===== config.mk =====
export PLATFORM = sky130hd
export DESIGN_NAME = variable_printer
export DESIGN_NICKNAME = d
export VERILOG_FILES = /design/src/rtl/variable_printer_pkg.sv /design/src/rtl/variable_printer_num2str_serial.sv /design/src/rtl/variable_printer.sv
export SDC_FILE = /design/constraint.sdc
export NUM_CORES = 1
export LEC_CHECK = 0
export CAP_MARGIN = 20
export CORE_ASPECT_RATIO = 0.7
export CORE_MARGIN = 2
export CORE_UTILIZATION = 35
export DETAILED_ROUTE_END_ITERATION = 7
export GPL_ROUTABILITY_DRIVEN = 0
export HOLD_SLACK_MARGIN = 0.08
export PLACE_DENSITY = 0.66
export SLEW_MARGIN = 10
export SYNTH_ARGS = -nofsm -noshare
export SYNTH_HDL_FRONTEND = slang
export SYNTH_SLANG_ARGS = --single-unit

===== constraint.sdc =====
create_clock -name Clk -period 3.5 [get_ports Clk]
set_clock_uncertainty 0.05 [all_clocks]
set_input_delay 0.525 -clock Clk [delete_from_list [all_inputs] [get_ports Clk]]
set_output_delay 0.525 -clock Clk [all_outputs]
set_load 0.01 [all_outputs]

===== src/rtl/variable_printer_pkg.sv =====
// Shared encodings for the variable printer: memory read modes, table type codes,
// FSM state encodings, ASCII constants and the power-of-ten lookup.
package variable_printer_pkg;

    localparam logic [1:0] RDMB_NONE = 2'd0;
    localparam logic [1:0] RDMB_BYTE = 2'd1;
    localparam logic [1:0] RDMB_HALF = 2'd2;
    localparam logic [1:0] RDMB_WORD = 2'd3;

    localparam logic [7:0] TYPE_END   = 8'h00;
    localparam logic [7:0] TYPE_INT   = 8'h01;
    localparam logic [7:0] TYPE_UINT  = 8'h02;
    localparam logic [7:0] TYPE_UINT3 = 8'h03;

    localparam logic [7:0] ASCII_ZERO  = 8'h30;
    localparam logic [7:0] ASCII_MINUS = 8'h2D;
    localparam logic [7:0] ASCII_NUL   = 8'h00;

    typedef enum logic [2:0] {
        ST_IDLE    = 3'd0,
        ST_NAME    = 3'd1,
        ST_REQ     = 3'd2,
        ST_RD_TYPE = 3'd3,
        ST_CMP     = 3'd4,
        ST_SKIP    = 3'd5,
        ST_VAL     = 3'd6,
        ST_CONV    = 3'd7
    } vp_state_e;

    typedef enum logic [1:0] {
        N2S_IDLE  = 2'd0,
        N2S_SIGN  = 2'd1,
        N2S_DIGIT = 2'd2,
        N2S_TERM  = 2'd3
    } n2s_state_e;

    function automatic logic [31:0] pow10(input logic [3:0] idx);
        case (idx)
            4'd0:    pow10 = 32'd1;
            4'd1:    pow10 = 32'd10;
            4'd2:    pow10 = 32'd100;
            4'd3:    pow10 = 32'd1000;
            4'd4:    pow10 = 32'd10000;
            4'd5:    pow10 = 32'd100000;
            4'd6:    pow10 = 32'd1000000;
            4'd7:    pow10 = 32'd10000000;
            4'd8:    pow10 = 32'd100000000;
            4'd9:    pow10 = 32'd1000000000;
            default: pow10 = 32'd1;
        endcase
    endfunction

endpackage


===== src/rtl/variable_printer_num2str_serial.sv =====
// Serial 32-bit to decimal ASCII converter: optional '-', digits by repeated
// subtraction of powers of ten, then a NUL terminator, one char per handshake.
module variable_printer_num2str_serial
    import variable_printer_pkg::*;
(
    input  logic        clk_i,
    input  logic        rst_i,
    input  logic        load_i,
    input  logic [31:0] value_i,
    input  logic        signed_i,
    input  logic        ack_i,
    output logic [7:0]  char_o,
    output logic        valid_o,
    output logic        done_o
);

    n2s_state_e  state_q, state_d;
    logic [31:0] mag_q, mag_d;
    logic [3:0]  pow_idx_q, pow_idx_d;
    logic [3:0]  digit_q, digit_d;
    logic        started_q, started_d;
    logic [7:0]  char_q, char_d;
    logic        valid_q, valid_d;
    logic        done_q, done_d;
    logic [31:0] pow_s;

    assign pow_s = pow10(pow_idx_q);

    // State and datapath registers
    always_ff @(posedge clk_i) begin
        if (rst_i) begin
            state_q   <= N2S_IDLE;
            mag_q     <= 32'd0;
            pow_idx_q <= 4'd0;
            digit_q   <= 4'd0;
            started_q <= 1'b0;
            char_q    <= 8'h00;
            valid_q   <= 1'b0;
            done_q    <= 1'b0;
        end else begin
            state_q   <= state_d;
            mag_q     <= mag_d;
            pow_idx_q <= pow_idx_d;
            digit_q   <= digit_d;
            started_q <= started_d;
            char_q    <= char_d;
            valid_q   <= valid_d;
            done_q    <= done_d;
        end
    end

    // Next-state: a digit is presented once the current power no longer fits
    always_comb begin
        state_d   = state_q;
        mag_d     = mag_q;
        pow_idx_d = pow_idx_q;
        digit_d   = digit_q;
        started_d = started_q;
        char_d    = char_q;
        valid_d   = valid_q;
        done_d    = 1'b0;
        case (state_q)
            N2S_IDLE: begin
                if (load_i) begin
                    pow_idx_d = 4'd9;
                    digit_d   = 4'd0;
                    started_d = 1'b0;
                    if (signed_i && value_i[31]) begin
                        mag_d   = ~value_i + 32'd1;
                        char_d  = ASCII_MINUS;
                        valid_d = 1'b1;
                        state_d = N2S_SIGN;
                    end else begin
                        mag_d   = value_i;
                        state_d = N2S_DIGIT;
                    end
                end else begin
                    valid_d = 1'b0;
                end
            end
            N2S_SIGN: begin
                if (ack_i) begin
                    valid_d = 1'b0;
                    state_d = N2S_DIGIT;
                end else begin
                    valid_d = 1'b1;
                end
            end
            N2S_DIGIT: begin
                if (valid_q) begin
                    if (ack_i) begin
                        valid_d = 1'b0;
                        digit_d = 4'd0;
                        if (pow_idx_q == 4'd0) begin
                            state_d = N2S_TERM;
                        end else begin
                            pow_idx_d = pow_idx_q - 4'd1;
                        end
                    end else begin
                        valid_d = 1'b1;
                    end
                end else if (mag_q >= pow_s) begin
                    mag_d   = mag_q - pow_s;
                    digit_d = digit_q + 4'd1;
                end else if ((digit_q != 4'd0) || started_q || (pow_idx_q == 4'd0)) begin
                    char_d    = ASCII_ZERO + {4'd0, digit_q};
                    valid_d   = 1'b1;
                    started_d = 1'b1;
                end else begin
                    pow_idx_d = pow_idx_q - 4'd1;
                end
            end
            N2S_TERM: begin
                if (!valid_q) begin
                    char_d  = ASCII_NUL;
                    valid_d = 1'b1;
                end else if (ack_i) begin
                    valid_d = 1'b0;
                    done_d  = 1'b1;
                    state_d = N2S_IDLE;
                end else begin
                    valid_d = 1'b1;
                end
            end
            default: begin
                state_d = N2S_IDLE;
                valid_d = 1'b0;
            end
        endcase
    end

    // Outputs come straight from registers
    always_comb begin
        char_o  = char_q;
        valid_o = valid_q;
        done_o  = done_q;
    end

endmodule


===== src/rtl/variable_printer.sv =====
// Looks up a named variable in the data-memory table over the shared req/grt
// port and streams its value as NUL-terminated decimal ASCII.
module variable_printer
    import variable_printer_pkg::*;
#(
    parameter logic [31:0] TABLE_BASE = 32'h8000,
    parameter int          NAME_MAX   = 8,
    parameter logic [31:0] TABLE_MAX  = 32'h0400
) (
    input  logic        Clk,
    input  logic        Rst,
    input  logic        Start,
    input  logic [7:0]  InsPart,
    input  logic [31:0] MemReadBus,
    input  logic        grt,
    output logic [31:0] MemAddrBus,
    output logic [1:0]  RDMB,
    output logic        req,
    output logic [7:0]  CharOut,
    output logic        CharValid,
    input  logic        CharAck,
    output logic        HalfReady,
    output logic        Ready,
    output logic        NotFound
);

    localparam int                IDX_W     = $clog2(NAME_MAX + 1);
    localparam logic [IDX_W-1:0]  NAME_LAST = IDX_W'(NAME_MAX);

    vp_state_e        state_q, state_d;
    logic [7:0]       name_q [0:NAME_MAX];
    logic [7:0]       name_d [0:NAME_MAX];
    logic [IDX_W-1:0] idx_q, idx_d;
    logic [31:0]      ptr_q, ptr_d;
    logic [7:0]       type_q, type_d;
    logic             phase_q, phase_d;
    logic             req_q, req_d;
    logic             half_q, half_d;
    logic             ready_q, ready_d;
    logic             nf_q, nf_d;
    logic             limit_s;
    logic             load_s;
    logic             n2s_done_s;
    logic [7:0]       rd_byte_s;
    logic [1:0]       rdmb_s;
    logic [31:0]      addr_s;

    assign limit_s   = (ptr_q - TABLE_BASE) >= TABLE_MAX;
    assign rd_byte_s = MemReadBus[7:0];
    assign load_s    = (state_q == ST_VAL) && phase_q && grt;

    variable_printer_num2str_serial u_n2s (
        .clk_i    (Clk),
        .rst_i    (Rst),
        .load_i   (load_s),
        .value_i  (MemReadBus),
        .signed_i (type_q == TYPE_INT),
        .ack_i    (CharAck),
        .char_o   (CharOut),
        .valid_o  (CharValid),
        .done_o   (n2s_done_s)
    );

    // State, name buffer, pointer and registered status outputs
    always_ff @(posedge Clk) begin
        if (Rst) begin
            state_q <= ST_IDLE;
            for (int i = 0; i <= NAME_MAX; i++) begin
                name_q[i] <= 8'h00;
            end
            idx_q   <= '0;
            ptr_q   <= 32'd0;
            type_q  <= 8'h00;
            phase_q <= 1'b0;
            req_q   <= 1'b0;
            half_q  <= 1'b0;
            ready_q <= 1'b0;
            nf_q    <= 1'b0;
        end else begin
            state_q <= state_d;
            name_q  <= name_d;
            idx_q   <= idx_d;
            ptr_q   <= ptr_d;
            type_q  <= type_d;
            phase_q <= phase_d;
            req_q   <= req_d;
            half_q  <= half_d;
            ready_q <= ready_d;
            nf_q    <= nf_d;
        end
    end

    // Next-state: each table read is an address phase then a data phase; no grant means stall
    always_comb begin
        state_d = state_q;
        name_d  = name_q;
        idx_d   = idx_q;
        ptr_d   = ptr_q;
        type_d  = type_q;
        phase_d = phase_q;
        half_d  = 1'b0;
        ready_d = 1'b0;
        nf_d    = nf_q;
        case (state_q)
            ST_IDLE: begin
                if (Start) begin
                    nf_d    = 1'b0;
                    idx_d   = '0;
                    state_d = ST_NAME;
                end else begin
                    state_d = ST_IDLE;
                end
            end
            ST_NAME: begin
                name_d[idx_q] = InsPart;
                if (InsPart == ASCII_NUL) begin
                    half_d  = 1'b1;
                    state_d = ST_REQ;
                end else if (idx_q == NAME_LAST) begin
                    nf_d    = 1'b1;
                    ready_d = 1'b1;
                    state_d = ST_IDLE;
                end else begin
                    idx_d = idx_q + 1'b1;
                end
            end
            ST_REQ: begin
                if (grt) begin
                    ptr_d   = TABLE_BASE;
                    phase_d = 1'b0;
                    state_d = ST_RD_TYPE;
                end else begin
                    state_d = ST_REQ;
                end
            end
            ST_RD_TYPE, ST_SKIP: begin
                if (!grt) begin
                    state_d = state_q;
                end else if (!phase_q) begin
                    if (limit_s) begin
                        nf_d    = 1'b1;
                        ready_d = 1'b1;
                        state_d = ST_IDLE;
                    end else begin
                        phase_d = 1'b1;
                    end
                end else begin
                    phase_d = 1'b0;
                    if (state_q == ST_SKIP) begin
                        if (rd_byte_s == ASCII_NUL) begin
                            ptr_d   = ptr_q + 32'd5;
                            state_d = ST_RD_TYPE;
                        end else begin
                            ptr_d = ptr_q + 32'd1;
                        end
                    end else if (rd_byte_s == TYPE_END) begin
                        nf_d    = 1'b1;
                        ready_d = 1'b1;
                        state_d = ST_IDLE;
                    end else begin
                        type_d  = rd_byte_s;
                        ptr_d   = ptr_q + 32'd1;
                        idx_d   = '0;
                        state_d = ST_CMP;
                    end
                end
            end
            ST_CMP: begin
                if (!grt) begin
                    state_d = ST_CMP;
                end else if (!phase_q) begin
                    phase_d = 1'b1;
                end else begin
                    phase_d = 1'b0;
                    // Mismatch leaves ptr on the offending byte so SKIP re-reads it
                    if (rd_byte_s == name_q[idx_q]) begin
                        ptr_d = ptr_q + 32'd1;
                        if (rd_byte_s == ASCII_NUL) begin
                            state_d = ST_VAL;
                        end else begin
                            idx_d = idx_q + 1'b1;
                        end
                    end else begin
                        state_d = ST_SKIP;
                    end
                end
            end
            ST_VAL: begin
                if (!grt) begin
                    state_d = ST_VAL;
                end else if (!phase_q) begin
                    phase_d = 1'b1;
                end else begin
                    phase_d = 1'b0;
                    state_d = ST_CONV;
                end
            end
            ST_CONV: begin
                if (n2s_done_s) begin
                    ready_d = 1'b1;
                    state_d = ST_IDLE;
                end else begin
                    state_d = ST_CONV;
                end
            end
            default: begin
                state_d = ST_IDLE;
            end
        endcase
        req_d = (state_d == ST_REQ) || (state_d == ST_RD_TYPE) || (state_d == ST_CMP) ||
                (state_d == ST_SKIP) || (state_d == ST_VAL);
    end

    // Memory port drive: address phase only, forced to zero without grant
    always_comb begin
        rdmb_s = RDMB_NONE;
        addr_s = 32'd0;
        if (grt && !phase_q) begin
            case (state_q)
                ST_RD_TYPE, ST_SKIP: begin
                    if (!limit_s) begin
                        rdmb_s = RDMB_BYTE;
                        addr_s = ptr_q;
                    end else begin
                        rdmb_s = RDMB_NONE;
                        addr_s = 32'd0;
                    end
                end
                ST_CMP: begin
                    rdmb_s = RDMB_BYTE;
                    addr_s = ptr_q;
                end
                ST_VAL: begin
                    rdmb_s = RDMB_WORD;
                    addr_s = ptr_q;
                end
                default: begin
                    rdmb_s = RDMB_NONE;
                    addr_s = 32'd0;
                end
            endcase
        end else begin
            rdmb_s = RDMB_NONE;
            addr_s = 32'd0;
        end
    end

    assign RDMB       = rdmb_s;
    assign MemAddrBus = addr_s;
    assign req        = req_q;
    assign HalfReady  = half_q;
    assign Ready      = ready_q;
    assign NotFound   = nf_q;

endmodule


Word-level counts from Yosys, hierarchy flattened
Memory sizes are Yosys's and may differ from the RTL's. A register that Yosys moved wholly into a read port is not among the register bits.
Index checks and enable logic that the tools add are counted.
{"block": "totals", "romBits": 480, "word_cells": 268, "reg_bits": 177, "memories": 1}
{"block": "classes", "n_reduce_logical": 39, "add_sub_neg": 9, "n_mux": 127, "n_lt_le_gt_ge": 4, "n_eq_ne": 55, "bitwise": 7}
{"name": "(no name shown)", "depth": 16, "word_bits": 30, "rd": 1, "rd_ports_with_merged_regs": 1, "write_ports": 0, "line_no": "variable_printer_pkg.sv:38", "rtl": "case (idx)"}
{"operator": "32-bit two-way mux", "n": 15}
{"operator": "32-bit case mux with 2 select lines", "n": 2}
{"operator": "32-bit case mux with 3 select lines", "n": 1}
{"operator": "4-bit two-way mux", "n": 23}
{"operator": "72-bit bitwise mux", "n": 1}
{"operator": "8-bit two-way mux", "n": 9}
{"operator": "32-bit by 1-bit adder with 32-bit output (second input constant)", "n": 2}
{"operator": "3-bit two-way mux", "n": 15}
{"operator": "2-bit inequality test (second input constant)", "n": 20}
{"operator": "1-bit two-way mux", "n": 38}
{"operator": "32-bit by 3-bit adder with 32-bit output (second input constant)", "n": 1}
{"operator": "8-bit binary-select mux with 4-bit select", "n": 1}
{"operator": "8-bit demux with 4-bit select", "n": 1}
{"operator": "32-bit by 11-bit greater-or-equal comparator with 1-bit output (second input constant)", "n": 1}
{"operator": "32-bit greater-or-equal comparator", "n": 1}
{"operator": "32-bit inverter", "n": 1}
{"operator": "32-bit by 16-bit subtractor with 32-bit output (second input constant)", "n": 1}
{"operator": "32-bit subtractor", "n": 1}
{"operator": "8-bit case mux with 3 select lines", "n": 1}
{"operator": "3-bit == test (second input constant)", "n": 7}
{"operator": "3-bit case mux with 7 select lines", "n": 1}
{"operator": "2-bit two-way mux", "n": 9}
{"operator": "3-bit inequality test (second input constant)", "n": 6}
{"operator": "8-bit zero test", "n": 2}
{"operator": "other kinds (41)", "n": 81}

Logic depth before layout (Yosys ltp)
{"block": "depth", "ltp_word": 14, "ltp_mapped": 15, "ltp_nobuf": 15}

Hierarchy
Synthesis repeated with hierarchy kept, for this count alone.
{"block": "hier_totals", "hier_cells": 1768, "hier_area_um2": 13299.0}
{"module": "variable_printer", "instances": 1, "cells_per_inst": 1001, "seq_area_each_um2": 2482.4, "area_per_inst_um2": 7424.6}
{"module": "variable_printer_num2str_serial", "instances": 1, "cells_per_inst": 767, "seq_area_each_um2": 1481.4, "area_per_inst_um2": 5874.4}

Worst setup path before layout
Ideal clock, no wire load.
{"block": "synth_timing", "kind": "register to register", "from": "reg u_n2s.pow_s[5] (netlist name)", "to": "reg u_n2s.pow_s[23] (netlist name)", "arrival_time_ns": 3.124, "path_stages_with_launch": 15, "setup_time_ns": 0.120, "slack_ns": 0.206, "period_less_slack_ns": 3.294, "n_path_buf": 1, "path_cell_list": "dfxtp_1 inv_1 ha_1 a211oi_1 nor2_1 o31ai_1 a31oi_1 o41ai_4 mux2i_1 or2_2 clkbuf_1 inv_1 ha_1 and2_1 or2_1"}
{"block": "synth_between", "elab_chain_len": 5}
{"element": "32-bit greater-or-equal comparator", "line_no": "variable_printer_num2str_serial.sv:102", "rtl": "end else if (mag_q >= pow_s) begin"}
{"element": "3-bit by 2-bit inequality test with 1-bit output (no source line)"}
{"element": "6-bit AND reduction (no source line)"}
{"element": "4-bit two-way mux (no source line) (2 in a row)"}
No other way between the ends.
A chain may end at the register's enable or synchronous reset.

Final worst setup path
{"block": "layout_timing", "from": "reg u_n2s.pow_s[28] (netlist name)", "to": "reg u_n2s.pow_s[19] (netlist name)"}
{"block": "layout_between", "elab_chain_len": 5}
{"element": "32-bit greater-or-equal comparator", "line_no": "variable_printer_num2str_serial.sv:102"}
{"element": "3-bit by 2-bit inequality test with 1-bit output (no source line)"}
{"element": "6-bit AND reduction (no source line)"}
{"element": "4-bit two-way mux (no source line) (2 in a row)"}
No other way between the ends.

==> results.json <==
{
  "critical_path.cell_chain": "inv_1, ha_1, buf_4, nand4_1, nor4_2, buf_4, nand2_1, a31oi_1, buf_4, o41a_1, nand2_1, o21ai_1, nand2b_4, inv_1, ha_1, and3_2, a21o_1",
  "ios": 92,
  "synth_top_family_by_area": "simple AND/OR/NAND/NOR gates",
  "wire_per_inst_um": 18.46,
  "dr.pass1.iters": 7,
  "fp.dieW_um": 233.7,
  "path_clk_slew_ns": 0.08,
  "cp_data_required_time_ns": 3.80,
  "status": "finished, final reports clean",
  "synth-seq-cells": 198,
  "cp_num_buf_inv": 5,
  "internal-power_mw": 6.496,
  "area_growth_syn_to_layout_pct": 20.44,
  "cts_hold_buf": 0,
  "synthMuxAreaShare": 0.04725,
  "grt_overflow": 0,
  "cp_max_fo": 6,
  "pwr-share-comb": 0.580,
  "numCtsBuffers": 17,
  "critPathCapture": "u_n2s.pow_s[19]",
  "yosys.area_share.simple": 0.2524,
  "p_switching_mw": 5.220,
  "r2r_cells": 17,
  "dieArea_um2": 38500,
  "layout.nets": 1933,
  "hold_violations": 0,
  "crit_path_top_delay_cell": "ha_1",
  "worst-r2r-setup-slack_ns": 0.12,
  "fmax_mhz": 296.0,
  "end_kind": "flip-flop",
  "synth_xor_area_frac": 0.04067,
  "antenna_found_initial": 1,
  "worstSetupStartpoint": "u_n2s.pow_s[28]",
  "insertedDiodeCount": 0,
  "reg2reg_to": "u_n2s.pow_s[19]",
  "rows": 58,
  "crit_path_start_kind": "flip-flop",
  "dr_total_vias": 13520,
  "ys_seq_area_frac": 0.3067,
  "relSlewSlack": 0.4797,
  "hold_depth": 2,
  "syn_area_per_cell_um2": 7.531,
  "cts_sinks": 198,
  "synth_compound_area_frac": 0.2417,
  "min_path_type": "primary input to flip-flop",
  "drt_iter0_markers": 1410,
  "clock_latency_ns": 0.46,
  "layout_setup_ws_ns": 0.1215,
  "root_buffer": "clkbuf_16",
  "fin_crit_sh": 0.9653,
  "switching_share": 0.4455,
  "place_hpwl_mm": 31.20,
  "cp.depth": 17,
  "grt_max_degree": 69,
  "synth_warnings": 0,
  "p_per_area_nw_per_um2": 752.8,
  "cts_tree": "done",
  "regToRegStartpoint": "u_n2s.pow_s[28]",
  "ir_drop_uv": 567.0,
  "drive_gt1_frac": 0.1337,
  "numPortBuffers": 89,
  "drcViolationCount": 0,
  "ys_dominant_reg_cell": "dfxtp_1",
  "ys_async_sr_fraction": 0,
  "drt-vias-per-instance": 5.808,
  "setup_viol": 0,
  "maxCapViolations": 0,
  "clk_path_buf_depth": 2,
  "leakagePower_nw": 5.921,
  "cp.arrival_ns": 3.68,
  "p_clk_frac": 0.182,
  "grt_use_total": 0.2206,
  "ant_nets": 0,
  "synth.distinct_cells": 77,
  "tightestPinTransition_ns": 0.7745,
  "coreArea_um2": 36140,
  "synth_area_um2": 12920,
  "cpMostUsedCell": "buf_4",
  "fin_crit_ns": 3.379,
  "slew_viol_final": 0,
  "seq_power_share": 0.238,
  "cpPeakStageDelay_ns": 0.34,
  "path_class": "flip-flop to flip-flop",
  "synthAdderAreaFrac": 0.05267,
  "die_y_um": 164.8,
  "crit_family": "simple AND/OR/NAND/NOR gates",
  "cts_htree_levels": 4,
  "grt_pass1_wl_mm": 67.31,
  "final_core_util": 0.4307,
  "pre_cts_slack_ns": -0.1339,
  "start_util": 0.3576,
  "synth-edff-count": 0,
  "syn_inst": 1716,
  "grt_pass1_vias": 12321,
  "wirelength_mm": 42.97
}
-- area by class of cell --
type	instances	area (um^2)
repair buffers	216	1763
multi-input cells	1332	8334
inverters	70	262.8
well taps	480	600.6
clock buffers	17	425.4
clock inverters	15	207.7
flip-flops and latches	198	3970
fillers	3665	20580
-- cells in the mapped netlist (7+ instances only) --
cell      count  share of area
nor2_1      143          0.042
a311oi_1     12         0.0081
nor4_1       22          0.011
or4_1         7         0.0041
o22ai_1      13         0.0063
mux2i_1      43          0.033
nor3_1       56          0.022
nand3_1     104          0.040
nand2_1     181          0.053
dfxtp_1     198           0.31
a31oi_1      27          0.013
a32o_1        7         0.0054
and2_1       53          0.026
o21a_1       15         0.0087
o31ai_1      11         0.0064
or2_2         7         0.0034
nand2b_1     14         0.0068
a21o_1       24          0.014
a21oi_1     173          0.067
clkbuf_1    102          0.030
a211oi_1     26          0.015
or3_1        13         0.0063
and3_1       22          0.011
o21ai_0      96          0.037
nand4_1      17         0.0082
xor2_1       27          0.018
mux4_2        8          0.014
a21boi_0      7         0.0041
o211ai_1     14         0.0081
xnor2_1      33          0.022
inv_1        69          0.020
ha_1         52          0.050
-- kinds of logic (layout without fill, tap and decap cells) --
group	count (synthesis)	in the layout
XOR/XNOR	60	60
other	1	2
multiplexers	51	51
AO/OA/AOI/OAI	493	493
AND/OR/NAND/NOR	672	672
adder cells (fa/ha/maj)	54	54
buffers and inverters	187	318
flip-flops	198	198
-- repair_timing --
item,4_1_cts,5_1_grt
buffers inserted,2,1
gates resized for setup,73,71
pin swaps,5,10
setup endpoints to repair,60,60
cloned,1,0
-- worst register-to-register path, cell delays in order (launching register included) --
cell      delay, ns
dfxtp_1        0.32
inv_1          0.11
ha_1           0.34
buf_4          0.13
nand4_1        0.15
nor4_2         0.29
buf_4          0.17
nand2_1        0.09
a31oi_1        0.19
buf_4          0.18
o41a_1         0.25
nand2_1        0.10
o21ai_1        0.09
nand2b_4       0.16
inv_1          0.06
ha_1           0.20
and3_2         0.21
a21o_1         0.17
-- layout by cell type (no fill, tap or decap), types with 53 or more instances in the layout --
master           netlist  layout
inv_1                 69      67
and2_1                53      53
buf_4                  2     119
nor2_1               143     142
clkdlybuf4s50_1        0      55
nand2_1              181     181
nor3_1                56      56
nand3_1              104     103
dfxtp_1              198     195
a21oi_1              173     171
o21ai_0               96      94
-- state kept, by name (all words and copies together) (netlist names), 2 cells and up --
name	count
u_n2s.char_o	6
state_q	3
idx_q	4
u_n2s.mag_q	32
name_q	72
u_n2s.digit_q	4
u_n2s.state_q	2
u_n2s.pow_s	23
ptr_q	32
u_n2s.pow_idx_q	4
type_q	8
-- routing by layer --
layer / vias up / GRT usage / part of all wire
met5: - / 0 / 0
li1: 6426 / - / -
met4: 0 / 0.04862 / 0.016
met1: 6382 / 0.3357 / 0.49
met3: 53 / 0.04144 / 0.088
met2: 659 / 0.3175 / 0.41
-- power by group through the flow --
| stage | Sequential, mW | Combinational (mW) | Clock [mW] |
|---|---|---|---|
| 5_1_grt | 2.82 | 7.45 | 2.25 |
| 6_report | 2.79 | 6.80 | 2.13 |
| 3_3_place_gp | 2.82 | 6.29 | 0 |
| 4_1_cts | 2.78 | 6.44 | 2.16 |
| 3_5_place_dp | 2.82 | 6.38 | 0 |
| 2_1_floorplan | 2.75 | 4.44 | 0 |
-- through the flow --
| step | TNS [ns] | instance area [um^2] | total power [mW] | std cells | hold WS, ns |
|---|---|---|---|---|---|
| final | 0 | 15560 | 11.72 | 2328 | 0.3767 |
| after detailed placement | -1.060 | 14940 | 9.208 | 2293 | 0.3956 |
| after global routing | -0.1627 | 15560 | 12.52 | 2328 | 0.3725 |
| after floorplan | 0 | 12930 | 7.189 | 1717 | 0.3819 |
| after global placement | -0.8334 | 14940 | 9.110 | 2293 | 0.3899 |
| after CTS | 0 | 15630 | 11.38 | 2328 | 0.3627 |
-- worst min path at each step --
stage	startpoint	endpoint	slack [ns]
final	Rst	u_n2s.char_o[4]	0.38
after global placement	name_q[49]	name_q[49]	0.39
after detailed placement	name_q[40]	name_q[40]	0.40
after CTS	Rst	u_n2s.digit_q[2]	0.36
after floorplan	u_n2s.mag_q[0]	u_n2s.mag_q[0]	0.38
after global routing	Rst	u_n2s.digit_q[2]	0.37
No activity file was read; power rests on OpenSTA's default activity.
